$ cat src/rtl/strum_judge_ctrl.sv
// Rhythm-game note judge: steps a chart ROM once per beat, opens a hit window per note and judges strums.
// Optional STRUM_SYNC_EN adds 2-flop synchronizers on strum and buttons (pulse latency 3 cycles from pin).
module strum_judge_ctrl #(
  parameter int BEAT_CYCLES   = 2500000,
  parameter int WINDOW_CYCLES = 1250000
) (
  input  logic       clk,
  input  logic       reset,
  input  logic       start,
  input  logic       pause,
  input  logic       stop,
  input  logic [4:0] buttons,
  input  logic       strum,
  output logic [7:0] rom_addr,
  input  logic [5:0] rom_data,
  output logic [4:0] notes_to_play,
  output logic       note_hit,
  output logic       note_miss,
  output logic [1:0] state
);

  typedef enum logic [1:0] {
    ST_IDLE  = 2'd0,
    ST_PLAY  = 2'd1,
    ST_PAUSE = 2'd2,
    ST_DONE  = 2'd3
  } state_t;

  localparam int BW = (BEAT_CYCLES > 1) ? $clog2(BEAT_CYCLES) : 1;
  localparam int WW = (WINDOW_CYCLES > 1) ? $clog2(WINDOW_CYCLES) : 1;
  localparam logic [BW-1:0] BEAT_LAST = BW'(BEAT_CYCLES - 1);
  localparam logic [WW-1:0] WIN_LAST  = WW'(WINDOW_CYCLES - 1);

  state_t        r_state, w_state_nxt;
  logic [BW-1:0] r_beat_cnt;
  logic [WW-1:0] r_win_cnt;
  logic          r_win_open;
  logic [7:0]    r_rom_addr;
  logic [4:0]    r_notes;
  logic          r_hit, r_miss;
  logic          r_strum_prev;

  logic          w_strum;
  logic [4:0]    w_buttons;

`ifdef STRUM_SYNC_EN
  logic       r_strum_s1, r_strum_s2;
  logic [4:0] r_btn_s1, r_btn_s2;

  always_ff @(posedge clk) begin
    if (reset) begin
      r_strum_s1 <= 1'b0;
      r_strum_s2 <= 1'b0;
      r_btn_s1   <= '0;
      r_btn_s2   <= '0;
    end else begin
      r_strum_s1 <= strum;
      r_strum_s2 <= r_strum_s1;
      r_btn_s1   <= buttons;
      r_btn_s2   <= r_btn_s1;
    end
  end

  assign w_strum   = r_strum_s2;
  assign w_buttons = r_btn_s2;
`else
  assign w_strum   = strum;
  assign w_buttons = buttons;
`endif

  logic w_advance, w_terminal, w_go_done, w_judge;
  logic w_strum_edge, w_expire, w_match, w_hit_d, w_miss_d;

  // Play logic only moves in PLAY with neither stop nor pause asserted; this is what freezes everything in PAUSE.
  assign w_advance    = (r_state == ST_PLAY) && !stop && !pause;
  assign w_terminal   = (r_beat_cnt == BEAT_LAST);
  assign w_go_done    = w_advance && w_terminal && rom_data[5];
  assign w_judge      = w_advance && !w_go_done;
  assign w_strum_edge = w_strum && !r_strum_prev;
  assign w_expire     = r_win_open && (r_win_cnt == WIN_LAST);
  assign w_match      = (w_buttons == r_notes);
  assign w_hit_d      = w_judge && w_strum_edge && r_win_open && w_match;
  assign w_miss_d     = w_judge && ((w_strum_edge && !(r_win_open && w_match)) ||
                                    (!w_strum_edge && w_expire));

  always_ff @(posedge clk) begin
    if (reset) r_state <= ST_IDLE;
    else       r_state <= w_state_nxt;
  end

  always_comb begin
    // NOTE: default first so every path assigns w_state_nxt and no latch is inferred.
    w_state_nxt = r_state;
    if (stop) begin
      w_state_nxt = ST_IDLE;
    end else begin
      unique case (r_state)
        ST_IDLE:  if (!pause && start) w_state_nxt = ST_PLAY;
        ST_PLAY:  if (pause) w_state_nxt = ST_PAUSE;
                  else if (w_terminal && rom_data[5]) w_state_nxt = ST_DONE;
        ST_PAUSE: if (!pause) w_state_nxt = ST_PLAY;
        ST_DONE:  w_state_nxt = ST_DONE;
        default:  w_state_nxt = ST_IDLE;
      endcase
    end
  end

  // NOTE: sequential state uses non-blocking assignments so all registers update from pre-edge values.
  always_ff @(posedge clk) begin
    if (reset) begin
      r_beat_cnt   <= '0;
      r_win_cnt    <= '0;
      r_win_open   <= 1'b0;
      r_rom_addr   <= '0;
      r_notes      <= '0;
      r_hit        <= 1'b0;
      r_miss       <= 1'b0;
      r_strum_prev <= 1'b0;
    end else begin
      r_strum_prev <= w_strum;
      r_hit        <= w_hit_d;
      r_miss       <= w_miss_d;
      if (stop) begin
        r_beat_cnt <= '0;
        r_win_cnt  <= '0;
        r_win_open <= 1'b0;
        r_rom_addr <= '0;
        r_notes    <= '0;
      end else if (w_advance) begin
        r_beat_cnt <= w_terminal ? '0 : r_beat_cnt + BW'(1);
        if (w_terminal) begin
          r_win_cnt <= '0;
          if (rom_data[5]) begin
            r_win_open <= 1'b0;
            r_notes    <= '0;
          end else begin
            r_notes    <= rom_data[4:0];
            r_win_open <= |rom_data[4:0];
            r_rom_addr <= r_rom_addr + 8'd1;
          end
        end else if (r_win_open) begin
          if (w_strum_edge || w_expire) begin
            r_win_open <= 1'b0;
            r_win_cnt  <= '0;
            r_notes    <= '0;
          end else begin
            r_win_cnt <= r_win_cnt + WW'(1);
          end
        end
      end
    end
  end

  assign rom_addr      = r_rom_addr;
  assign notes_to_play = r_notes;
  assign note_hit      = r_hit;
  assign note_miss     = r_miss;
  assign state         = r_state;

endmodule

$ cat config.mk
export PLATFORM = sky130hd
export DESIGN_NAME = strum_judge_ctrl
export DESIGN_NICKNAME = d
export VERILOG_FILES = /design/src/rtl/strum_judge_ctrl.sv
export SDC_FILE = /design/constraint.sdc
export NUM_CORES = 1
export LEC_CHECK = 0
export BUFFER_PORTS_ARGS = -buffer_cell sky130_fd_sc_hd__buf_4
export CAP_MARGIN = 20
export CELL_PAD_IN_SITES_DETAIL_PLACEMENT = 0
export CELL_PAD_IN_SITES_GLOBAL_PLACEMENT = 1
export CORE_MARGIN = 10
export CORE_UTILIZATION = 41
export CTS_BUF_LIST = sky130_fd_sc_hd__clkbuf_4
export DETAILED_ROUTE_END_ITERATION = 8
export PLACE_DENSITY = 0.86
export SKIP_CTS_REPAIR_TIMING = 1
export SLEW_MARGIN = 20
export SYNTH_ARGS = -nofsm -noshare
export SYNTH_HDL_FRONTEND = slang
export SYNTH_SLANG_ARGS = --single-unit
export TNS_END_PERCENT = 100
$ cat constraint.sdc
create_clock -name clk -period 2.05 [get_ports clk]
set_input_delay 0.1025 -clock clk [delete_from_list [all_inputs] [get_ports clk]]
set_output_delay 0.1025 -clock clk [all_outputs]
set_load 0.1 [all_outputs]
==> summary.md <==
| Metric | Value |
|---|---|
| Largest net degree at the start of global routing | `22` |
| Min cycle time layout | `about 2.1 ns` |
| Worst-margin pin slew | `around 0.50 ns` |
| Sw Share | `0.221` |
| Die area | `roughly 11000 sq um` |
| Launching point of the worst reg2reg path | `r_beat_cnt[14]` |
| # nets final | `450` |
| Grt ovf | `0` |
| Core ar. | `just under 7000 sq um` |
| Ordered cell list for the critical path | `nor4b_4 > nand4_4 > o21ba_1 > or4_1 > or3_4 > a21oi_2` |
| Yosys reg bits | `between 60 and 70` |
| Drt wl/cell | `14.2 um` |
| Yosys cell types | `46` |
| Final hold violation count | `0` |
| Cell count along the critical path | `6` |
| CTS sink cnt | `62` |
| CTS tree | `built` |
| RePlAce Congestion | `0.849` |
| Slew Limit Fails | `0` |
| Final Util | `0.580` |
| Number of synthesized flops with an enable pin | `0` |
| Crit path required time | `2.40 ns` |
| Worst Setup SP | `r_beat_cnt[14]` |
| Yosys synthesis warning count | `0` |
| Gate power share | `0.046` |
| Rows | `30` |
| Post-synth top flop | `dfxtp_1` |
| Cell area after synthesis | `between 2000 and 3000 sq um` |
| Fillcell total | `around 650` |
| Max stage delay on crit path | `around 0.48 ns` |
| Power, Total | `2250 uW` |
| Worst path buffer plus inverter count | `0` |
| Worst hold slack | `~0.028 ns` |
| Drt total wl | `about 7.6 mm` |
| Drt drc | `0` |
| Worst Setup End Kind | `flop` |
| Clock Path Buffers | `2` |
| Hold Startpoint | `stop` |
| Syn Inst Count | `338` |
| 1st-pass router iterations | `4` |
| Starting Density | `0.430` |
| Yosys top cell area share | `0.418` |
| Int Power | `between 1500 and 2000 uW` |
| Outcome | `finished, violations left` |
| Placed insts | `approximately 500` |
| Vias/cell | `approximately 5.1` |
| Synth Net Count | `about 360` |
| Maximum VDD drop | `roughly 330 uV` |
| Initial antenna violation count | `1` |
| Sequential share of power | `0.535` |
| Worst Hold Class | `in -> reg` |
| Share of cells above drive strength 1 | `0.278` |
| CTS Buf Count | `9` |
| Number of global-route vias before repair | `~2600` |
| LEAKAGE | `about 0.0015 uW` |
| H-Tree Depth | `3` |
| Fmax | `just under 500 MHz` |
| CP max stage cell | `or4_1` |
| Syn_area_per_cell | `between 8 and 9 sq um` |
| Sequential area share after synthesis | `0.418` |
| Reg2Reg Depth | `6` |
| CTS clk-pin slew, worst paths | `roughly 0.1 ns` |
| Vias | `2720` |
| Clock root buffer | `clkbuf_4` |
| Post-synth ARST share | `0` |
| Area Growth Syn to Fin | `34.9%` |
| CP startpoint kind | `flop` |
| Final Cycle Share | `1.01` |
| CP delay by family, top | `simple AND/OR/NAND/NOR gates` |
| Arrival time at the worst endpoint | `about 2.4 ns` |
| First-pass GRT wire length | `~12 mm` |
| Max-capacitance violation count | `0` |
| Worst slew margin | `0.668` |
| Gr usage total | `0.133` |
| Die width | `105 um` |
| Port bufs | `33` |
| IO Pins | `34` |
| Fin Clk Skew | `around 0.015 ns` |
| Unrepaired setup endpoints after global routing | `true` |
| Setup Crit Path Kind | `reg -> reg` |
| Dpl hpwl | `5.29 mm` |
| NetSw | `around 500 uW` |
| Die height | `roughly 110 um` |
| Post-Place Setup Slack | `-0.0201 ns` |
| Most frequent cells after synthesis | `62 x dfxtp_1, 59 x nor2_1, 32 x nand2_1, 29 x xor2_1` |
| Latest clock arrival within the worst-skew pair | `approximately 0.42 ns` |
| Clock Power Share | `0.418` |
| Cell taking the most area after synthesis | `dfxtp_1` |
| Pwr dens | `~560 nW/um^2` |
| Setup ws final | `-0.0233 ns` |
| Final setup fails | `1` |
| Final non-filler cell total | `~530` |
| Iteration-0 DRC Markers | `104` |
| Most frequent cell after synthesis | `dfxtp_1` |
| CP Max Fanout | `2` |
| WHS Path Cells | `3` |
| Failing checks | `negative setup slack` |
| Top post-synthesis cells by area | `dfxtp_1 42%, xor2_1 8.6%, nor2_1 7.5%, xnor2_1 5.6%, nand2_1 4.0%` |
| Antenna Violating Nets Remaining | `0` |
metrics by stage:
step	TNS [ns]	instance area (sq um)
finish	-0.0233	4000
global route	-0.0905	4000
CTS	-0.112	3830
detailed placement	-0.0201	3680
global placement	0	3680
floorplan	-0.792	2990
worst min-delay path: stages:
cell and delay (ns):
buf_4 0.12, or3_1 0.11, o21ai_0 0.06
layout make-up:
class / count / area (sq um) / share of cell area
repair buffers: 90 / 721 / 0.180
well taps: 96 / 120 / 0.0300
flip-flops and latches: 62 / 1250 / 0.313
diodes: 1 / 2.50 / 0.000625
clock inverters: 6 / 76.3 / 0.0191
multi-input cells: 261 / 1730 / 0.433
clock buffers: 10 / 75.1 / 0.0188
inverters: 6 / 22.5 / 0.00563
sequential cells by signal, indices dropped and copies added, names as in the netlist:
register and flops:
r_beat_cnt 22, r_win_cnt 21, rom_addr 8, notes_to_play 5, state 2, note_hit 1
note_miss 1, r_strum_prev 1, r_win_open 1
power by group through the flow:
stage | Clock (uW) | Sequential [uW] | Combinational [uW]
after detailed placement | 0 | 1230 | 89.5
after global routing | 1020 | 1200 | 113
after CTS | 971 | 1200 | 89.9
after global placement | 0 | 1230 | 89.2
after floorplan | 0 | 1240 | 32.1
final | 941 | 1200 | 104
logic make-up (layout without fill, tap and decap cells):
kind of cell | after synthesis | after routing | share of synthesized area
buffers and inverters | 15 | 112 | 0.0215
XOR/XNOR | 48 | 48 | 0.142
multiplexers | 2 | 2 | 0.00675
other | 0 | 1 | 0
flip-flops | 62 | 62 | 0.418
adder cells (fa/ha/maj) | 3 | 3 | 0.0126
AO/OA/AOI/OAI | 26 | 26 | 0.0590
AND/OR/NAND/NOR | 182 | 182 | 0.340
cells in the final DEF (no fill, tap or decap), drive strengths merged, types with 10 or more instances in the layout:
cell / n
nand3: 19
clkbuf: 10
nor2: 59
nand2: 32
xnor2: 19
nand4: 19
buf: 82
dfxtp: 62
xor2: 29
path summary, 6_finish.rpt:
check                                      to  slack (ns)
worst min register to register    rom_addr[6]        0.50
worst max register to register  r_win_cnt[17]       -0.02
worst max-delay path            r_win_cnt[17]       -0.02
worst min-delay path              rom_addr[4]        0.03
metal layers:
layer  up-vias  share of wire  GRT usage
met1      1280           0.45      0.150
li1       1378              -          -
met3         8          0.042     0.0590
met4         0          0.013     0.0539
met5         -              0          0
met2        54           0.50      0.215
Note: power is estimated with default switching activity, not from simulation.
